[src/rtl/mips_div_if.sv]
// Handshake and operand/result bundle between the execute-stage controller
// (master) and the iterative divider (slave).
interface mips_div_if #(
    parameter int width = 32
);
    logic             Start;
    logic             Signed_op;
    logic [width-1:0] SrcA;
    logic [width-1:0] SrcB;
    logic             Busy;
    logic             Done;
    logic [width-1:0] Quotient;
    logic [width-1:0] Remainder;
    logic             DivZero_flag;

    modport master (
        output Start, Signed_op, SrcA, SrcB,
        input  Busy, Done, Quotient, Remainder, DivZero_flag
    );

    modport slave (
        input  Start, Signed_op, SrcA, SrcB,
        output Busy, Done, Quotient, Remainder, DivZero_flag
    );
endinterface

[src/rtl/mips_div_unit.sv]
// Iterative radix-2 restoring divider, one quotient bit per cycle.
// Optional signed support is enabled by defining DIV_SIGNED_EN; without it
// Signed_op is ignored and every divide is unsigned.
//
// state | meaning
// IDLE  | waiting for Start
// CALC  | shifting/subtracting, one quotient bit per cycle (Busy)
// DONE  | results valid, one-cycle Done pulse; Start may re-launch here
module mips_div_unit #(
    parameter int width = 32
) (
    input  logic       clk,
    input  logic       rst,
    mips_div_if.slave  bus
);
    localparam int CW = $clog2(width + 1);

    typedef enum logic [1:0] {IDLE, CALC, DONE} state_t;

    state_t state_q, state_d;

    logic [width-1:0] rem_q;
    logic [width-1:0] quo_q;
    logic [width-1:0] divisor_q;
    logic [CW-1:0]    cnt_q;

    logic [width-1:0] quotient_q;
    logic [width-1:0] remainder_q;
    logic             divzero_q;

    logic [width-1:0] a_mag;
    logic [width-1:0] b_mag;

    logic [width:0]   rem_sh;
    logic [width:0]   trial;
    logic [width-1:0] rem_nx;
    logic [width-1:0] quo_nx;
    logic [width-1:0] quo_fin;
    logic [width-1:0] rem_fin;

    logic             src_b_zero;
    logic             last_step;

    assign src_b_zero = (bus.SrcB == '0);
    assign last_step  = (cnt_q == CW'(1));

`ifdef DIV_SIGNED_EN
    logic neg_quo_q;
    logic neg_rem_q;
    logic sign_a;
    logic sign_b;

    // Operand magnitudes and result-sign flags for a signed request
    always_comb begin
        sign_a = bus.Signed_op & bus.SrcA[width-1];
        sign_b = bus.Signed_op & bus.SrcB[width-1];
        a_mag  = sign_a ? (~bus.SrcA + 1'b1) : bus.SrcA;
        b_mag  = sign_b ? (~bus.SrcB + 1'b1) : bus.SrcB;
    end

    // Sign-correction flags, captured alongside the operands
    always_ff @(posedge clk) begin
        if (rst) begin
            neg_quo_q <= 1'b0;
            neg_rem_q <= 1'b0;
        end else if (bus.Start && state_q != CALC) begin
            neg_quo_q <= sign_a ^ sign_b;
            neg_rem_q <= sign_a;
        end
    end

    // Apply the captured signs to the unsigned magnitude results
    always_comb begin
        quo_fin = neg_quo_q ? (~quo_nx + 1'b1) : quo_nx;
        rem_fin = neg_rem_q ? (~rem_nx + 1'b1) : rem_nx;
    end
`else
    logic unused_signed_op;

    assign unused_signed_op = bus.Signed_op;
    assign a_mag            = bus.SrcA;
    assign b_mag            = bus.SrcB;
    assign quo_fin          = quo_nx;
    assign rem_fin          = rem_nx;
`endif

    // One restoring step: shift {rem,quo} left, trial-subtract the divisor
    always_comb begin
        rem_sh = {rem_q, quo_q[width-1]};
        trial  = rem_sh - {1'b0, divisor_q};
        if (!trial[width]) begin
            rem_nx = trial[width-1:0];
            quo_nx = {quo_q[width-2:0], 1'b1};
        end else begin
            rem_nx = rem_sh[width-1:0];
            quo_nx = {quo_q[width-2:0], 1'b0};
        end
    end

    // State register
    always_ff @(posedge clk) begin
        if (rst) state_q <= IDLE;
        else     state_q <= state_d;
    end

    // Next-state logic; Start is only honoured outside CALC
    always_comb begin
        state_d = state_q;
        case (state_q)
            IDLE, DONE: begin
                if (bus.Start) state_d = src_b_zero ? DONE : CALC;
                else           state_d = IDLE;
            end
            CALC:    if (last_step) state_d = DONE;
            default: state_d = IDLE;
        endcase
    end

    // Status outputs decoded from state
    always_comb begin
        bus.Busy = (state_q == CALC);
        bus.Done = (state_q == DONE);
    end

    // Working registers and result registers; results only change on entry to DONE
    always_ff @(posedge clk) begin
        if (rst) begin
            rem_q       <= '0;
            quo_q       <= '0;
            divisor_q   <= '0;
            cnt_q       <= '0;
            quotient_q  <= '0;
            remainder_q <= '0;
            divzero_q   <= 1'b0;
        end else begin
            case (state_q)
                IDLE, DONE: begin
                    if (bus.Start) begin
                        if (src_b_zero) begin
                            quotient_q  <= '1;
                            remainder_q <= bus.SrcA;
                            divzero_q   <= 1'b1;
                        end else begin
                            rem_q     <= '0;
                            quo_q     <= a_mag;
                            divisor_q <= b_mag;
                            cnt_q     <= CW'(width);
                        end
                    end
                end
                CALC: begin
                    rem_q <= rem_nx;
                    quo_q <= quo_nx;
                    cnt_q <= cnt_q - 1'b1;
                    if (last_step) begin
                        quotient_q  <= quo_fin;
                        remainder_q <= rem_fin;
                        divzero_q   <= 1'b0;
                    end
                end
                default: ;
            endcase
        end
    end

    assign bus.Quotient     = quotient_q;
    assign bus.Remainder    = remainder_q;
    assign bus.DivZero_flag = divzero_q;

endmodule

[src/flat_wrapper.sv]
// flat-port wrapper written by rule: the top's interface ports become plain ports
module mips_div_unit_flat 
#(
    parameter int width = 32
)
  (clk, rst, bus_Start, bus_Signed_op, bus_SrcA, bus_SrcB, bus_Busy, bus_Done, bus_Quotient, bus_Remainder, bus_DivZero_flag);
  mips_div_if #(.width(width)) bus_i ();
  input  logic clk;
  input  logic rst;
  input wire logic [$bits(bus_i.Start)-1:0] bus_Start;
  input wire logic [$bits(bus_i.Signed_op)-1:0] bus_Signed_op;
  input wire logic [$bits(bus_i.SrcA)-1:0] bus_SrcA;
  input wire logic [$bits(bus_i.SrcB)-1:0] bus_SrcB;
  output wire logic [$bits(bus_i.Busy)-1:0] bus_Busy;
  output wire logic [$bits(bus_i.Done)-1:0] bus_Done;
  output wire logic [$bits(bus_i.Quotient)-1:0] bus_Quotient;
  output wire logic [$bits(bus_i.Remainder)-1:0] bus_Remainder;
  output wire logic [$bits(bus_i.DivZero_flag)-1:0] bus_DivZero_flag;
  assign bus_i.Start = bus_Start;
  assign bus_i.Signed_op = bus_Signed_op;
  assign bus_i.SrcA = bus_SrcA;
  assign bus_i.SrcB = bus_SrcB;
  assign bus_Busy = bus_i.Busy;
  assign bus_Done = bus_i.Done;
  assign bus_Quotient = bus_i.Quotient;
  assign bus_Remainder = bus_i.Remainder;
  assign bus_DivZero_flag = bus_i.DivZero_flag;
  mips_div_unit #(.width(width)) u_core (.clk(clk), .rst(rst), .bus(bus_i));
endmodule
[config.mk]
export PLATFORM = sky130hd
export DESIGN_NAME = mips_div_unit_flat
export DESIGN_NICKNAME = d
export VERILOG_FILES = /design/src/rtl/mips_div_if.sv /design/src/rtl/mips_div_unit.sv /design/src/flat_wrapper.sv
export SDC_FILE = /design/constraint.sdc
export NUM_CORES = 1
export LEC_CHECK = 0
export BUFFER_PORTS_ARGS = -buffer_cell sky130_fd_sc_hd__buf_2
export CAP_MARGIN = 20
export CORE_MARGIN = 1
export CORE_UTILIZATION = 40
export CTS_CLUSTER_SIZE = 28
export DETAILED_ROUTE_END_ITERATION = 10
export SLEW_MARGIN = 20
export SYNTH_ARGS = -nofsm -noshare
export SYNTH_HDL_FRONTEND = slang
export SYNTH_SLANG_ARGS = --single-unit
[constraint.sdc]
create_clock -name clk -period 3.1 [get_ports clk]
set_input_delay 0.31 -clock clk [delete_from_list [all_inputs] [get_ports clk]]
set_output_delay 0.31 -clock clk [all_outputs]
set_load 0.005 [all_outputs]
==> impl_metrics.csv <==
group,metric,value,unit
sta,hold_viol_final,0,
global_routing,use_met3,3.46,%
floorplan,io_pins,135,
sta,fin_ws,0.0226,ns
routing,drc,0,
sta,holdWs,0.118,ns
yosys,yosys_most_used_dff,"dfxtp_1",
yosys,async_reset_ff_share,0,%
critical_path,crit_fanout,9,
floorplan,start_util,40.6,%
finish,area_growth,27.1,%
run_status,status,"finished clean",
finish,seq_area,3390,sq um
cts,clkLatencyLatePin,0.44,ns
yosys,synth_edf_count,0,
yosys,postSynthAreaPerCell,7.85,sq um
routing,routed_wl,24.9,mm
global_routing,busiest_layer,"met1",
global_routing,track_usage,22.0,%
cts,clockBufferDepth,2,
placement,place_hpwl,16.9,mm
routing,first_iter_violations,665,
yosys,yosys.area_share.simple,18.7,%
worst_hold_path,hp-start,"bus_SrcB[6]",
sta,layout_min_cycle_time,3.08,ns
routing,wl_per_cell,16.6,um
power,vdd_ir_drop_max,0.382,mV
yosys,synth_top_family_by_area,"compound AO/OA/AOI/OAI gates",
power,cellLeakagePower,4.38,nW
global_routing,grt_pass1_wl,38.3,mm
yosys,synthAdderAreaFrac,5.23,%
critical_path,cp.arrival,3.37,ns
finish,drive_gt1_share,24.5,%
cts,ctsHoldBuffers,0,
critical_path,crit_path_start,"u_core.quo_q[31]$_SDFFE_PP0P_",
placement,gp_congestion,0.854,
critical_path,endpoint_kind,"register",
yosys,synth_xor_area_share,3.41,%
yosys,syn_inst,1085,
yosys,synthMuxAreaShare,0.955,%
critical_path,rr_startpoint,"u_core.quo_q[31]$_SDFFE_PP0P_",
global_routing,grt_pass1_vias,7202,
floorplan,die_h,148,um
sta,skew,0.00952,ns
floorplan,core-area,21000,sq um
sta,fmax,325,MHz
yosys,ys_types,64,
yosys,netlist_area,8520,sq um
finish,nFillCells,2101,
routing,vias,8196,
global_routing,grt_use_met2,31.3,%
sta,slew_headroom,34.6,%
finish,multi_input_area,5090,sq um
yosys,ys_ff_latch,169,
yosys,synth-compound-area-share,26.4,%
global_routing,antenna_found_initial,0,
sta,period_share,99.3,%
cts,cts_tree,"done",
power,p_per_area,890,nW/um^2
flow_run,drv_cap,0,
global_routing,grt_max_degree,145,
finish,num_antenna_cells,0,
sta,finalSetupViolations,0,
worst_hold_path,hp-class,"in -> reg",
routing,final_antenna_net_count,0,
cts,cts_buffers,17,
critical_path,required,3.39,ns
sta,worst_pin_slew,0.980,ns
sta,rsz0062_at_grt,"true",
global_routing,overflow,0,
routing,first_pass_iters,5,
critical_path,path_class,"reg -> reg",
floorplan,die_x,148,um
routing,viasPerCell,5.46,
floorplan,design.die.area,21900,sq um
global_routing,use_met1,34.1,%
cts,cts.sink_count,169,
cts,cts_root_buf,"clkbuf_16",
yosys,yosysSeqAreaShare,39.7,%
cts,htreeDepth,4,
cts,cts.clk_slew.worst_paths,0.07,ns
finish,nets,1316,
yosys,yosys_warnings,0,
floorplan,fp-row-count,53,
yosys,syn-num-nets,1188,
sta,drv_slew,0,
placement,io_buffer_count,133,
placement,preCtsSetupSlack,-0.00235,ns
critical_path,startpoint_type,"register",
what timing repair did:
action,4_1_cts,5_1_grt
buffers inserted,0,7
endpoints found under the setup margin,3,62
hold endpoints to repair,0,0
pin swaps,0,18
gates resized for setup,2,74
gates cloned,0,3
per-layer routing:
metal  up-vias  wire length (um)
met5         -                 0
li1       4141                 -
met3        31              1350
met2       243             10500
met4         0               405
met1      3781             12600
cell usage in the layout, fill, tap and decap left out, types with 7 or more instances in the layout:
cell type	synthesis	routed
nand3_1	10	10
a31oi_1	25	12
ha_4	0	8
buf_12	0	8
buf_2	6	132
nor3_2	1	9
xor2_1	17	16
buf_4	0	43
o21ai_0	50	48
a21oi_1	139	137
dfxtp_1	169	164
ha_1	34	24
a31oi_2	0	7
clkbuf_16	0	20
nor3_1	26	16
nand2_1	193	191
nor4_1	9	8
a21o_1	8	8
a311oi_1	39	38
nor2_1	92	90
xnor2_1	13	13
a211oi_1	34	34
o211ai_1	7	7
inv_1	42	38
flip-flops by register name, indices dropped and copies added (netlist names):
name and count:
u_core.quo_q 32, u_core.cnt_q 6, u_core.rem_q 32, u_core.bus.DivZero_flag 1
u_core.bus.Quotient 32, u_core.divisor_q 32, u_core.state_q 2, u_core.bus.Remainder 32
critical path, cell delays in order, from the launching register on:
cell       delay, ns
dfxtp_2         0.34
inv_2           0.06
ha_4            0.12
inv_2           0.03
fa_2            0.34
a211oi_2        0.25
o211ai_2        0.12
a211oi_2        0.20
buf_4           0.16
nor4b_4         0.05
o221ai_4        0.27
xor2_4          0.34
clkbuf_16       0.23
nor3_1          0.05
a31oi_1         0.25
a21oi_1         0.10
logic make-up (layout without fill, tap and decap cells):
kind of cell,Yosys count,after routing
AOI/OAI and AO/OA,349,349
xor gates and xnor gates,31,31
adders and majority gates,35,35
buffers and inverters,122,263
DFF,169,169
muxes,8,8
and+or+nand+nor,371,371
report_power, final:
| group | switching [mW] | internal, mW |
|---|---|---|
| Combinational | 2.66 | 2.25 |
| Sequential | 0.200 | 2.40 |
| Clock | 1.02 | 1.10 |
| Total | 3.89 | 5.75 |
stage by stage:
stage	area (sq um)	setup TNS [ns]	power, mW	utilization [%]	instances
3_3_place_gp	9690	0	6.46	46.2	1459
2_1_floorplan	8520	0	5.19	-	1085
3_5_place_dp	9690	-0.00235	6.48	46.2	1459
6_report	10800	0	9.64	51.6	1501
5_1_grt	10800	-2.42	10.2	51.6	1501
4_1_cts	10300	0	8.63	49.1	1491
worst paths after layout:
check	end	cells after the start	slack (ns)
max	u_core.rem_q[21]$_SDFFE_PP0P_	15	0.02
max reg2reg	u_core.rem_q[21]$_SDFFE_PP0P_	15	0.02
min reg2reg	u_core.divisor_q[3]$_SDFFE_PP0P_	2	0.45
min	u_core.divisor_q[6]$_SDFFE_PP0P_	3	0.12
synth_stat cells (2+ instances only):
master    instances  share of area [%]
nand3b_1          2               0.18
o21bai_1          4               0.35
a41oi_1           3               0.31
nand2_1         193                8.5
ha_1             34                5.0
a211oi_1         34                3.0
nor2b_1           6               0.44
buf_2             6               0.35
and3_1            8               0.59
a21o_1            8               0.71
o211ai_1          7               0.62
nand4_1           6               0.44
xor2_1           17                1.7
xnor2_1          13                1.3
a21oi_2           2               0.21
o21ai_1           5               0.29
o31ai_1           5               0.44
nor3_1           26                1.5
a21oi_1         139                8.2
nor2_1           92                4.1
and4_1            2               0.21
mux2i_1           7               0.82
o21a_1            2               0.18
inv_1            42                1.9
o22a_1            3               0.31
o21ai_0          50                2.9
nand2b_1          6               0.44
or3_1             6               0.44
nand3_1          10               0.59
o32ai_1           2               0.21
dfxtp_1         169                 40
buf_1             4               0.18
a211oi_2          3               0.44
a311oi_1         39                4.0
clkbuf_1         69                3.0
a31oi_1          25                1.8
nor4_1            9               0.66
layout make-up:
type | count | share of cell area [%]
repair buffers | 189 | 11.6
clock buffers | 18 | 4.06
well taps | 275 | 3.18
clock inverters | 14 | 1.39
flip-flops and latches | 169 | 31.3
multi-input cells | 794 | 47.0
inverters | 42 | 1.46
No activity file was read; power rests on OpenSTA's default activity.
